===== config.mk =====
export PLATFORM = sky130hd
export DESIGN_NAME = mul_pipe_unit
export DESIGN_NICKNAME = d
export VERILOG_FILES = /design/src/rtl/mul_pipe_unit.sv
export SDC_FILE = /design/constraint.sdc
export NUM_CORES = 2
export LEC_CHECK = 0
export BUFFER_PORTS_ARGS = -buffer_cell sky130_fd_sc_hd__buf_2
export CAP_MARGIN = 40
export CORE_MARGIN = 3
export CORE_UTILIZATION = 35
export DETAILED_ROUTE_END_ITERATION = 8
export PLACE_DENSITY = 0.5
export RECOVER_POWER = 100
export SLEW_MARGIN = 40
export SYNTH_ARGS = -nofsm -noshare
export SYNTH_HDL_FRONTEND = slang
export SYNTH_SLANG_ARGS = --single-unit

===== constraint.sdc =====
create_clock -name clk -period 56.2 [get_ports clk]
set_input_delay 5.62 -clock clk [delete_from_list [all_inputs] [get_ports clk]]
set_output_delay 5.62 -clock clk [all_outputs]
set_load 0.02 [all_outputs]

===== src/rtl/mul_pipe_unit.sv =====
// Three-stage pipelined RV32M multiplier: partial products, carry-save
// reduction, parallel-prefix final add, with whole-pipe stall and flush.
module mul_pipe_unit #(
  parameter int WIDTH = 32,
  parameter int TAG_W = 5
) (
  input  logic             clk,
  input  logic             rst_n,
  input  logic             flush,
  input  logic             in_valid,
  output logic             in_ready,
  input  logic [1:0]       in_op,
  input  logic [WIDTH-1:0] in_a,
  input  logic [WIDTH-1:0] in_b,
  input  logic [TAG_W-1:0] in_tag,
  output logic             out_valid,
  input  logic             out_ready,
  output logic [WIDTH-1:0] out_result,
  output logic [TAG_W-1:0] out_tag
);

  localparam int PW   = 2 * WIDTH;
  localparam int NPP  = WIDTH + 1;
  localparam int LVLS = $clog2(PW);

  localparam logic [1:0] OP_MUL    = 2'b00;
  localparam logic [1:0] OP_MULH   = 2'b01;
  localparam logic [1:0] OP_MULHSU = 2'b10;

  // Kogge-Stone adder, carry-in zero, carry-out dropped.
  function automatic logic [PW-1:0] prefix_add(input logic [PW-1:0] x,
                                               input logic [PW-1:0] y);
    logic [PW-1:0] p0, g, p, g_n, p_n;
    p0 = x ^ y;
    g  = x & y;
    p  = p0;
    for (int l = 0; l < LVLS; l++) begin
      g_n = g;
      p_n = p;
      for (int i = (1 << l); i < PW; i++) begin
        g_n[i] = g[i] | (p[i] & g[i - (1 << l)]);
        p_n[i] = p[i] & p[i - (1 << l)];
      end
      g = g_n;
      p = p_n;
    end
    return p0 ^ (g << 1);
  endfunction

  logic          stall;
  logic          a_sign, b_sign;
  logic [PW-1:0] a_wide;
  logic [PW-1:0] pp_c [NPP];

  logic             vld_p0, vld_p1, vld_p2;
  logic [1:0]       op_p0, op_p1;
  logic [TAG_W-1:0] tag_p0, tag_p1, tag_p2;
  logic [PW-1:0]    pp_p0 [NPP];
  logic [PW-1:0]    sum_c, carry_c, sum_p1, carry_p1;
  logic [PW-1:0]    full_c;
  logic [WIDTH-1:0] res_c, res_p2;

  assign stall      = vld_p2 & ~out_ready;
  assign in_ready   = ~stall;
  assign out_valid  = vld_p2;
  assign out_result = res_p2;
  assign out_tag    = tag_p2;

  // Partial products of the (WIDTH+1)-bit operands; the rs2 sign bit carries
  // negative weight, so its row is the negated, shifted multiplicand.
  always_comb begin
    a_sign = ((in_op == OP_MULH) || (in_op == OP_MULHSU)) & in_a[WIDTH-1];
    b_sign = (in_op == OP_MULH) & in_b[WIDTH-1];
    a_wide = {{WIDTH{a_sign}}, in_a};
    for (int i = 0; i < WIDTH; i++) begin
      pp_c[i] = in_b[i] ? (a_wide << i) : '0;
    end
    pp_c[WIDTH] = b_sign ? -(a_wide << WIDTH) : '0;
  end

  // ---- S1 -> S2: 3:2 reduction of the registered partial products ----
  always_comb begin
    logic [PW-1:0] t;
    t       = '0;
    sum_c   = pp_p0[0];
    carry_c = pp_p0[1];
    for (int i = 2; i < NPP; i++) begin
      t       = sum_c ^ carry_c ^ pp_p0[i];
      carry_c = ((sum_c & carry_c) | (sum_c & pp_p0[i]) | (carry_c & pp_p0[i])) << 1;
      sum_c   = t;
    end
  end

  // ---- S2 -> S3: final add and half select ----
  always_comb begin
    full_c = prefix_add(sum_p1, carry_p1);
    res_c  = (op_p1 == OP_MUL) ? full_c[WIDTH-1:0] : full_c[PW-1:WIDTH];
  end

  always_ff @(posedge clk) begin
    if (!rst_n) begin
      vld_p0 <= 1'b0;
      vld_p1 <= 1'b0;
      vld_p2 <= 1'b0;
    end else if (flush) begin
      vld_p0 <= 1'b0;
      vld_p1 <= 1'b0;
      vld_p2 <= 1'b0;
    end else if (!stall) begin
      vld_p0 <= in_valid;
      vld_p1 <= vld_p0;
      vld_p2 <= vld_p1;
    end
  end

  always_ff @(posedge clk) begin
    if (!stall) begin
      op_p0    <= in_op;
      tag_p0   <= in_tag;
      pp_p0    <= pp_c;
      op_p1    <= op_p0;
      tag_p1   <= tag_p0;
      sum_p1   <= sum_c;
      carry_p1 <= carry_c;
    end
  end

  // Output only moves on a real result so it stays put across bubbles.
  always_ff @(posedge clk) begin
    if (!rst_n) begin
      res_p2 <= '0;
      tag_p2 <= '0;
    end else if (!stall && vld_p1) begin
      res_p2 <= res_c;
      tag_p2 <= tag_p1;
    end
  end

endmodule

==> metrics <==
EDFF count, synth=1198; layout cells sized above 1=0.0572; ANT nets after route=0; Setup crit start kind=primary input; Worst-Skew Late Latency=0.76 ns; initial DRC count=1665; Setup TNS Final=0 ns; Post-route DRC=0; PortBufs=114; Routed WL per cell=20.0 um; Post-Syn Instances=4298; CTS Buf Count=144; TritonCTS clock tree=built; Core Rows=162; Max Fclk=55.0 MHz; asr flop ratio synth=0; worst path required time=56.46 ns; Post-CTS Setup Inserts=0; most common cell after layout, fill and taps aside=edfxtp_1; H-tree levels=4; initial core utilization=0.353; synthesized cell area=0.0692 mm^2; global placement routability congestion=0.805; clk_skew=0.0253 ns; Hold Vio Cnt, Final=0; Seq/Total Area, Yosys=0.532; Arrival @ worst endpoint=18.43 ns; cell chosen for the clock root=clkbuf_16; failing checks=max-capacitance violations, max-slew violations; fillcell total=18100; Final nets=5528; most frequent cells in the layout=1198 x edfxtp_1, 1021 x fa_1, 549 x and2_0; First-pass DRT Iterations=5; Crit. End Element=register; largest net degree at the start of global routing=97; I/O pin total=115; Die Height=451 um; RSZ-0062 raised after global routing=no; synthesis-to-finish area growth=10.8%; first-pass GRT wire length=230000 um; TritonCTS sink count=1238; #FFs+latches synth=1238; final setup vio count=0; warnings from Yosys=0; syn_nets=5459; synth unique cells=65; WS Path Type=primary input to register; core area=0.196 mm^2; hold_buf cts=0; Max Slew Vio Count=2291; Worst-path clk slew=0.06 ns; vias post-DR=32300; CTS Buffer Depth=3; post-place setup slack=39.46 ns; crit share post-route=0.323; design area=0.0766 mm^2; Vias/cell=4.55; fin crit period=18.17 ns; vias in the first global route=37800; Critical Path Fanout Max=96; GRT Overall Usage=0.146; dominant synthesized flop cell=edfxtp_1; max_cap viols=48; total gr overflow=0; DP HPWL=101000 um; die span in x=451 um; worst-margin pin slew=5.30 ns; Mean Syn Cell Area=16.1 um^2; hold crit path type=register to register; status=finished with violations; die footprint=0.203 mm^2; Detailed Route WL=142000 um; Slew HR=-2.53; final worst-path setup slack=38.03 ns; post-CTS sizing=0; initial antenna violation count=9; Area after DPL=0.0727 mm^2
## through the flow
| stage | util | cells | hold WS (ns) |
|---|---|---|---|
| 2_1_floorplan | - | 4298 | 0.400 |
| 3_3_place_gp | 0.370 | 6838 | 0.400 |
| 3_5_place_dp | 0.371 | 6844 | 0.416 |
| 4_1_cts | 0.393 | 7100 | 0.422 |
| 5_1_grt | 0.391 | 7102 | 0.430 |
| 6_report | 0.391 | 7103 | 0.420 |
## metal layers
layer  vias up  wire, um  global-route usage
met2       383     68700               0.237
met5         -         0                   0
met1     17300     67000               0.207
met4         0      2660              0.0366
li1      14500         -                   -
met3       157      4020              0.0209
## worst max-delay path, cell delays in order
cell and delay (ns):
buf_2 0.07, nand2b_1 0.84, clkbuf_1 2.39, clkbuf_1 2.16, clkbuf_1 3.83, clkbuf_1 3.21
## synthesized netlist by cell type, drive strengths merged (7+ instances only)
| cell type | instances | share of area |
|---|---|---|
| edfxtp | 1198 | 0.52 |
| and2 | 1062 | 0.096 |
| fa | 1021 | 0.30 |
| clkbuf | 244 | 0.013 |
| inv | 199 | 0.011 |
| nor2 | 68 | 0.0037 |
| ha | 64 | 0.012 |
| nand2 | 63 | 0.0034 |
| a21oi | 55 | 0.0040 |
| dfxtp | 40 | 0.012 |
| o21ai | 35 | 0.0025 |
| xor2 | 25 | 0.0032 |
| xnor2 | 21 | 0.0027 |
| nand3 | 19 | 0.0014 |
| nor3 | 15 | 0.0014 |
| a21o | 14 | 0.0015 |
| o211ai | 13 | 0.0014 |
| o21a | 12 | 0.0013 |
| nand4 | 11 | 0.00099 |
| or3 | 9 | 0.00089 |
| a211o | 8 | 0.0010 |
| a21boi | 8 | 0.00087 |
| nor4 | 8 | 0.00090 |
| nor2b | 7 | 0.00063 |
| o211a | 7 | 0.0010 |
| or4 | 7 | 0.00081 |
## final timing paths
path | to | slack (ns) | depth (start not counted) | from
max reg2reg | sum_p1[61] | 39.45 | 33 | pp_p0[2080]
max | pp_p0[1929] | 38.03 | 6 | out_ready
min | tag_p1[1] | 0.42 | 0 | tag_p0[1]
min reg2reg | tag_p1[1] | 0.42 | 0 | tag_p0[1]
## layout make-up
| cell class | instances | area (um^2) | share of cell area |
|---|---|---|---|
| well taps | 2624 | 3280 | 0.0428 |
| flip-flops and latches | 1238 | 36800 | 0.480 |
| clock inverters | 65 | 442 | 0.00576 |
| inverters | 199 | 747 | 0.00975 |
| repair buffers | 171 | 796 | 0.0104 |
| diodes | 2 | 5.00 | 0.0000653 |
| multi-input cells | 2613 | 30700 | 0.400 |
| clock buffers | 191 | 3930 | 0.0512 |
## kinds of logic after synthesis
| kind of cell | after synthesis | synth area share |
|---|---|---|
| buffers and inverters | 447 | 0.0244 |
| AND/OR/NAND/NOR | 1289 | 0.112 |
| AO/OA/AOI/OAI | 188 | 0.0181 |
| flip-flops | 1238 | 0.532 |
| adder cells (fa/ha/maj) | 1085 | 0.307 |
| XOR/XNOR | 46 | 0.00582 |
| multiplexers | 5 | 0.000724 |
## sequential cells by signal, indices dropped and copies added (netlist names)
name / flops
carry_p1: 32
op_p0: 2
op_p1: 2
out_result: 32
out_tag: 5
out_valid: 1
pp_p0: 1088
sum_p1: 64
tag_p0: 5
tag_p1: 5
vld_p0: 1
vld_p1: 1
Power is left out: the tool's default activity adds up to more than one toggle a clock period on the data nets, which glitch-free logic cannot reach.
